===== src/rtl/reorder_buffer_pkg.sv =====
// reorder_buffer_pkg: shared default widths and flag constants for the reorder buffer
package reorder_buffer_pkg;
   localparam int DEF_ROB_LEN = 4;
   localparam int DEF_REG_LEN = 5;
   localparam int DEF_DATA_LEN = 32;
   localparam logic TRUE = 1'b1;
   localparam logic FALSE = 1'b0;
endpackage


===== src/rtl/reorder_buffer_query_port.sv =====
// rob_query_port: combinational operand lookup by rename tag with CDB bypass
module rob_query_port
   import reorder_buffer_pkg::*;
#(
   parameter int ROB_LEN = DEF_ROB_LEN,
   parameter int DATA_LEN = DEF_DATA_LEN
) (
   input  logic [ROB_LEN:0]                     query,
   input  logic                                 cdb_en,
   input  logic [ROB_LEN:0]                     cdb_tag,
   input  logic [DATA_LEN-1:0]                  cdb_val,
   input  logic [2**ROB_LEN-1:0]                ready,
   input  logic [2**ROB_LEN-1:0][DATA_LEN-1:0]  val,
   output logic                                 q_ready,
   output logic [DATA_LEN-1:0]                  v
);
   logic [ROB_LEN-1:0] idx;
   logic none;
   logic hit;
   // tag 0 means no dependency; a live CDB broadcast wins over stored entry state
   always_comb begin
      idx = query[ROB_LEN-1:0] - 1'b1;
      none = query == '0;
      hit = cdb_en && cdb_tag == query;
      q_ready = none || hit || ready[idx] == TRUE;
      v = none ? '0 : hit ? cdb_val : val[idx];
   end
endmodule


===== src/rtl/reorder_buffer.sv =====
// reorder_buffer: circular ROB with in-order commit, CDB capture and mispredict rollback
module reorder_buffer
   import reorder_buffer_pkg::*;
#(
   parameter int ROB_LEN = DEF_ROB_LEN,
   parameter int REG_LEN = DEF_REG_LEN,
   parameter int DATA_LEN = DEF_DATA_LEN
) (
   input  logic                clk,
   input  logic                rst,
   input  logic                alloc_en,
   input  logic [REG_LEN-1:0]  alloc_rd,
   input  logic                alloc_is_br,
   output logic [ROB_LEN:0]    alloc_tag,
   output logic                full,
   input  logic [ROB_LEN:0]    q1_query,
   input  logic [ROB_LEN:0]    q2_query,
   output logic                q1_ready,
   output logic                q2_ready,
   output logic [DATA_LEN-1:0] v1_fwd,
   output logic [DATA_LEN-1:0] v2_fwd,
   input  logic                cdb_en,
   input  logic [ROB_LEN:0]    cdb_tag,
   input  logic [DATA_LEN-1:0] cdb_val,
   input  logic                cdb_mispred,
   input  logic [DATA_LEN-1:0] cdb_target,
   output logic                commit_flag,
   output logic [REG_LEN-1:0]  commit_rd,
   output logic [ROB_LEN:0]    commit_q,
   output logic [DATA_LEN-1:0] commit_v,
   output logic                rollback_flag,
   output logic [DATA_LEN-1:0] rollback_pc
);
   localparam int ROB_SIZE = 2**ROB_LEN;
   logic [ROB_SIZE-1:0] busy, ready, is_br, mispred;
   logic [ROB_SIZE-1:0][REG_LEN-1:0] rd;
   logic [ROB_SIZE-1:0][DATA_LEN-1:0] val, target;
   logic [ROB_LEN-1:0] head, tail, wb_idx;
   logic [ROB_LEN:0] count, count_next;
   logic wb_ok, do_commit, do_flush, do_alloc;
   // per-cycle decisions, all taken from registered state so commit never sees a same-cycle CDB write
   always_comb begin
      wb_idx = cdb_tag[ROB_LEN-1:0] - 1'b1;
      wb_ok = cdb_en && cdb_tag != '0 && (!cdb_tag[ROB_LEN] || cdb_tag[ROB_LEN-1:0] == '0) && busy[wb_idx];
      do_commit = busy[head] && ready[head];
      do_flush = do_commit && is_br[head] && mispred[head];
      do_alloc = alloc_en && !full && !rollback_flag;
      count_next = (do_alloc && !do_commit) ? count + 1'b1 : (!do_alloc && do_commit) ? count - 1'b1 : count;
      alloc_tag = {1'b0, tail} + 1'b1;
   end
   // entry storage, pointers and registered commit/rollback outputs; a flush discards same-cycle writes
   always_ff @(posedge clk) begin
      if (rst) begin
         busy <= '0;
         ready <= '0;
         head <= '0;
         tail <= '0;
         count <= '0;
         full <= FALSE;
         commit_flag <= FALSE;
         commit_rd <= '0;
         commit_q <= '0;
         commit_v <= '0;
         rollback_flag <= FALSE;
         rollback_pc <= '0;
      end else begin
         commit_flag <= do_commit;
         rollback_flag <= do_flush;
         if (do_commit) begin
            commit_rd <= rd[head];
            commit_q <= {1'b0, head} + 1'b1;
            commit_v <= val[head];
         end
         if (do_flush) rollback_pc <= target[head];
         if (do_flush) begin
            busy <= '0;
            head <= '0;
            tail <= '0;
            count <= '0;
            full <= FALSE;
         end else begin
            if (wb_ok) begin
               ready[wb_idx] <= TRUE;
               val[wb_idx] <= cdb_val;
               mispred[wb_idx] <= cdb_mispred;
               target[wb_idx] <= cdb_target;
            end
            if (do_commit) begin
               busy[head] <= FALSE;
               head <= head + 1'b1;
            end
            if (do_alloc) begin
               busy[tail] <= TRUE;
               ready[tail] <= FALSE;
               rd[tail] <= alloc_rd;
               is_br[tail] <= alloc_is_br;
               tail <= tail + 1'b1;
            end
            count <= count_next;
            full <= count_next[ROB_LEN];
         end
      end
   end
   rob_query_port #(.ROB_LEN(ROB_LEN), .DATA_LEN(DATA_LEN)) u_q1 (
      .query(q1_query), .cdb_en(cdb_en), .cdb_tag(cdb_tag), .cdb_val(cdb_val),
      .ready(ready), .val(val), .q_ready(q1_ready), .v(v1_fwd)
   );
   rob_query_port #(.ROB_LEN(ROB_LEN), .DATA_LEN(DATA_LEN)) u_q2 (
      .query(q2_query), .cdb_en(cdb_en), .cdb_tag(cdb_tag), .cdb_val(cdb_val),
      .ready(ready), .val(val), .q_ready(q2_ready), .v(v2_fwd)
   );
endmodule


===== config.mk =====
export PLATFORM = sky130hd
export DESIGN_NAME = reorder_buffer
export DESIGN_NICKNAME = d
export VERILOG_FILES = /design/src/rtl/reorder_buffer_pkg.sv /design/src/rtl/reorder_buffer_query_port.sv /design/src/rtl/reorder_buffer.sv
export SDC_FILE = /design/constraint.sdc
export NUM_CORES = 2
export LEC_CHECK = 0
export ABC_AREA = 1
export CELL_PAD_IN_SITES_DETAIL_PLACEMENT = 0
export CELL_PAD_IN_SITES_GLOBAL_PLACEMENT = 1
export CORE_MARGIN = 2
export CORE_UTILIZATION = 25
export CTS_CLUSTER_DIAMETER = 100
export DETAILED_ROUTE_END_ITERATION = 10
export PLACE_DENSITY_LB_ADDON = 0.1
export SYNTH_ARGS = -nofsm -noshare
export SYNTH_HDL_FRONTEND = slang
export SYNTH_HIERARCHICAL = 1
export SYNTH_SLANG_ARGS = --single-unit

===== constraint.sdc =====
create_clock -name clk -period 9.8 [get_ports clk]
set_clock_uncertainty 0.15 [all_clocks]
set_input_delay 1.96 -clock clk [delete_from_list [all_inputs] [get_ports clk]]
set_output_delay 1.96 -clock clk [all_outputs]
set_load 0.05 [all_outputs]

==> flow_summary.json <==
{
  "maxSlewHeadroom_pct": 19.8,
  "cts_buffers": 157,
  "cts_root_buf": "clkbuf_16",
  "avgRoutedWirePerCell_um": 26.7,
  "place.gp.congestion": 0.772,
  "dieArea_um2": 245000,
  "worst-endpoint-arrival_ps": 6020,
  "initial_core_util_pct": 25.1,
  "ant_nets": 0,
  "critical_path.max_fanout": 107,
  "cts_tree": "done",
  "synth_cells": 6551,
  "grt_pass1_wl_um": 374000,
  "yosysSeqAreaShare_pct": 60.7,
  "grt_max_degree": 189,
  "ir_drop_v": 0.000138,
  "clk_latency_ps": 810,
  "ctsResizeCount": 0,
  "die_width_um": 495,
  "fill_cells": 25374,
  "dp_hpwl_um": 135000,
  "drc": 0,
  "hp-class": "reg -> reg",
  "fin_crit_sh_pct": 82.9,
  "core-area_um2": 240000,
  "required_ps": 7690,
  "drive_gt1_share_pct": 5.61,
  "grtUsageMet2_pct": 35.3,
  "setup_viol": 0,
  "grt_setup_unrepaired": "false",
  "fin_hold_ws_ps": 298,
  "drtIter0Drc": 4249,
  "cp-end-kind": "output port",
  "worst-slew-pin-transition_ps": 1200,
  "htreeDepth": 4,
  "antenna_found_initial": 17,
  "powerDensity_nw_per_um2": 184,
  "ys_types": 33,
  "first_global_vias": 49254,
  "place.port_buffers": 237,
  "use_met1_pct": 28.3,
  "avgSynthCellArea_um2": 9.19,
  "cts.sinks": 1257,
  "finalHoldViolCount": 0,
  "use_met3_pct": 3.14,
  "placed_area_um2": 65600,
  "drv_slew": 0,
  "power.leakage_nw": 24.9,
  "cts_hold_buf": 0,
  "vias_per_cell": 5.05,
  "finalSetupTns_ps": 0,
  "ys_warn_count": 6,
  "fin_crit_ps": 8130,
  "dr_total_vias": 49902,
  "rows": 180,
  "die_h_um": 495,
  "status": "completed",
  "worstReg2RegStart": "head[0]",
  "dr.pass1.iters": 6,
  "hold_start": "rollback_pc[4]",
  "grt.busiest_layer": "met2",
  "cts_buffer_depth": 3,
  "crit_path_start": "q2_query[0]",
  "io_pins": 238,
  "grt-ovfl-total": 0,
  "drt_wl_total_um": 263000,
  "syn2layout_area_growth_pct": 17.4,
  "post_cts_buffers": 0,
  "final_core_util_pct": 29.5,
  "synthesis.area_um2": 60200,
  "synth_nets": 6661,
  "fmax_ghz": 0.123,
  "grtUsageTotal_pct": 21.1,
  "worstSetupStartpointType": "primary input",
  "nets": 6660,
  "maxCapViolCount": 0,
  "critPathKind": "in -> out",
  "ys_ff_latch": 1257,
  "cts.clk_slew.worst_paths_ps": 50,
  "finalInstanceArea_um2": 70700
}
cells by family (layout without fill, tap and decap cells):
logic type	Yosys count	after routing	share of synthesized area (%)
simple gates	3520	3520	24.3
flops	1257	1257	60.7
compound gates	1133	1133	9.96
buf+inv	614	746	4.56
fa+ha+maj	20	20	0.428
xor+xnor	7	7	0.102
other cells	0	4	0
critical path, stage by stage:
cell	delay (ps)
buf_8	170
inv_8	590
ha_4	380
inv_6	700
buf_4	480
nand3_1	140
nand3_1	100
nand2_1	60
nand2_1	60
nand3_1	130
nand2_1	260
inv_1	70
clkdlybuf4s50_1	700
cell usage after synthesis:
master / instances / share of area (%)
nand4_1: 38 / 0.39
buf_2: 226 / 1.9
xor2_1: 4 / 0.058
o21ai_1: 43 / 0.36
inv_1: 108 / 0.67
clkbuf_1: 196 / 1.2
clkinv_1: 2 / 0.012
fa_1: 1 / 0.033
o22ai_1: 236 / 2.5
nand3_1: 988 / 8.2
nor2_2: 1 / 0.010
o21ai_0: 638 / 5.3
buf_6: 7 / 0.13
o21a_1: 2 / 0.025
buf_4: 27 / 0.34
inv_4: 1 / 0.010
nor4_1: 1 / 0.010
nor2_8: 1 / 0.033
nor2_1: 741 / 4.6
nand3b_1: 2 / 0.025
nor2_4: 1 / 0.019
nand2_4: 2 / 0.037
xnor2_1: 3 / 0.044
o211ai_1: 12 / 0.15
inv_2: 8 / 0.050
nor3_2: 1 / 0.017
a21oi_1: 202 / 1.7
nor3_1: 24 / 0.20
dfxtp_1: 121 / 4.0
nand2_1: 1720 / 11
ha_1: 19 / 0.39
buf_1: 39 / 0.24
edfxtp_1: 1136 / 57
path summary, 6_finish.rpt:
check,to,slack [ps],cells after the start
worst min-delay path,rollback_pc[4],300,2
worst max register to register,target[501],4040,15
worst min register to register,rollback_pc[4],300,2
worst max-delay path,v2_fwd[30],1670,13
flip-flops by register name (all words and copies together) (netlist names):
register / cells
count: 4
is_br: 16
commit_q: 5
target: 512
commit_flag: 1
full: 1
val: 512
mispred: 16
ready: 16
rd: 80
commit_v: 32
head: 4
rollback_pc: 32
rollback_flag: 1
tail: 4
busy: 16
commit_rd: 5
layout by cell type, fill, tap and decap left out, drive strengths merged, types with 3 or more instances in the layout:
master | netlist | routed
clkdlybuf4s50 | 0 | 234
dfxtp | 121 | 121
clkinvlp | 0 | 3
xor2 | 4 | 4
nand3 | 988 | 988
xnor2 | 3 | 3
diode | 0 | 4
clkbuf | 196 | 215
buf | 299 | 101
edfxtp | 1136 | 1136
inv | 117 | 122
o211ai | 12 | 12
nor2 | 744 | 744
o21ai | 681 | 681
ha | 19 | 19
clkinv | 2 | 60
a21oi | 202 | 202
nand4 | 38 | 38
o22ai | 236 | 236
nand2 | 1722 | 1722
nor3 | 25 | 25
bufinv | 0 | 11
per-stage QoR:
step           worst slack, ps  power [mW]  std cells
2_1_floorplan             2880        6.73       6551
3_3_place_gp              1680        7.31       9576
3_5_place_dp              1690        7.31       9576
4_1_cts                   1680        13.2       9868
5_1_grt                   1550        13.5       9869
6_report                  1670        13.0       9872
power by group:
group          switching, mW  internal (mW)  leakage, nW
Clock                   2.44           3.36         2.46
Sequential            0.0179           5.87         11.2
Combinational          0.959          0.341         11.3
Total                   3.42           9.58         24.9
per-layer routing:
layer,up-vias,wire length [µm],part of all wire [%]
li1,22951,-,-
met1,25096,118000,45
met2,1496,126000,48
met3,343,13400,5.1
met4,16,6350,2.4
met5,-,108,0.041
area by class of cell:
type	count	area [µm²]	share of cell area, %
clock inverters	77	768	1.09
well taps	3185	3990	5.64
multi-input cells	4680	21200	30.0
clock buffers	215	4290	6.07
flip-flops and latches	1257	36500	51.7
repair buffers	335	3410	4.83
diodes	4	10.0	0.0142
inverters	119	493	0.697
Note: power is estimated with default switching activity, not from simulation.
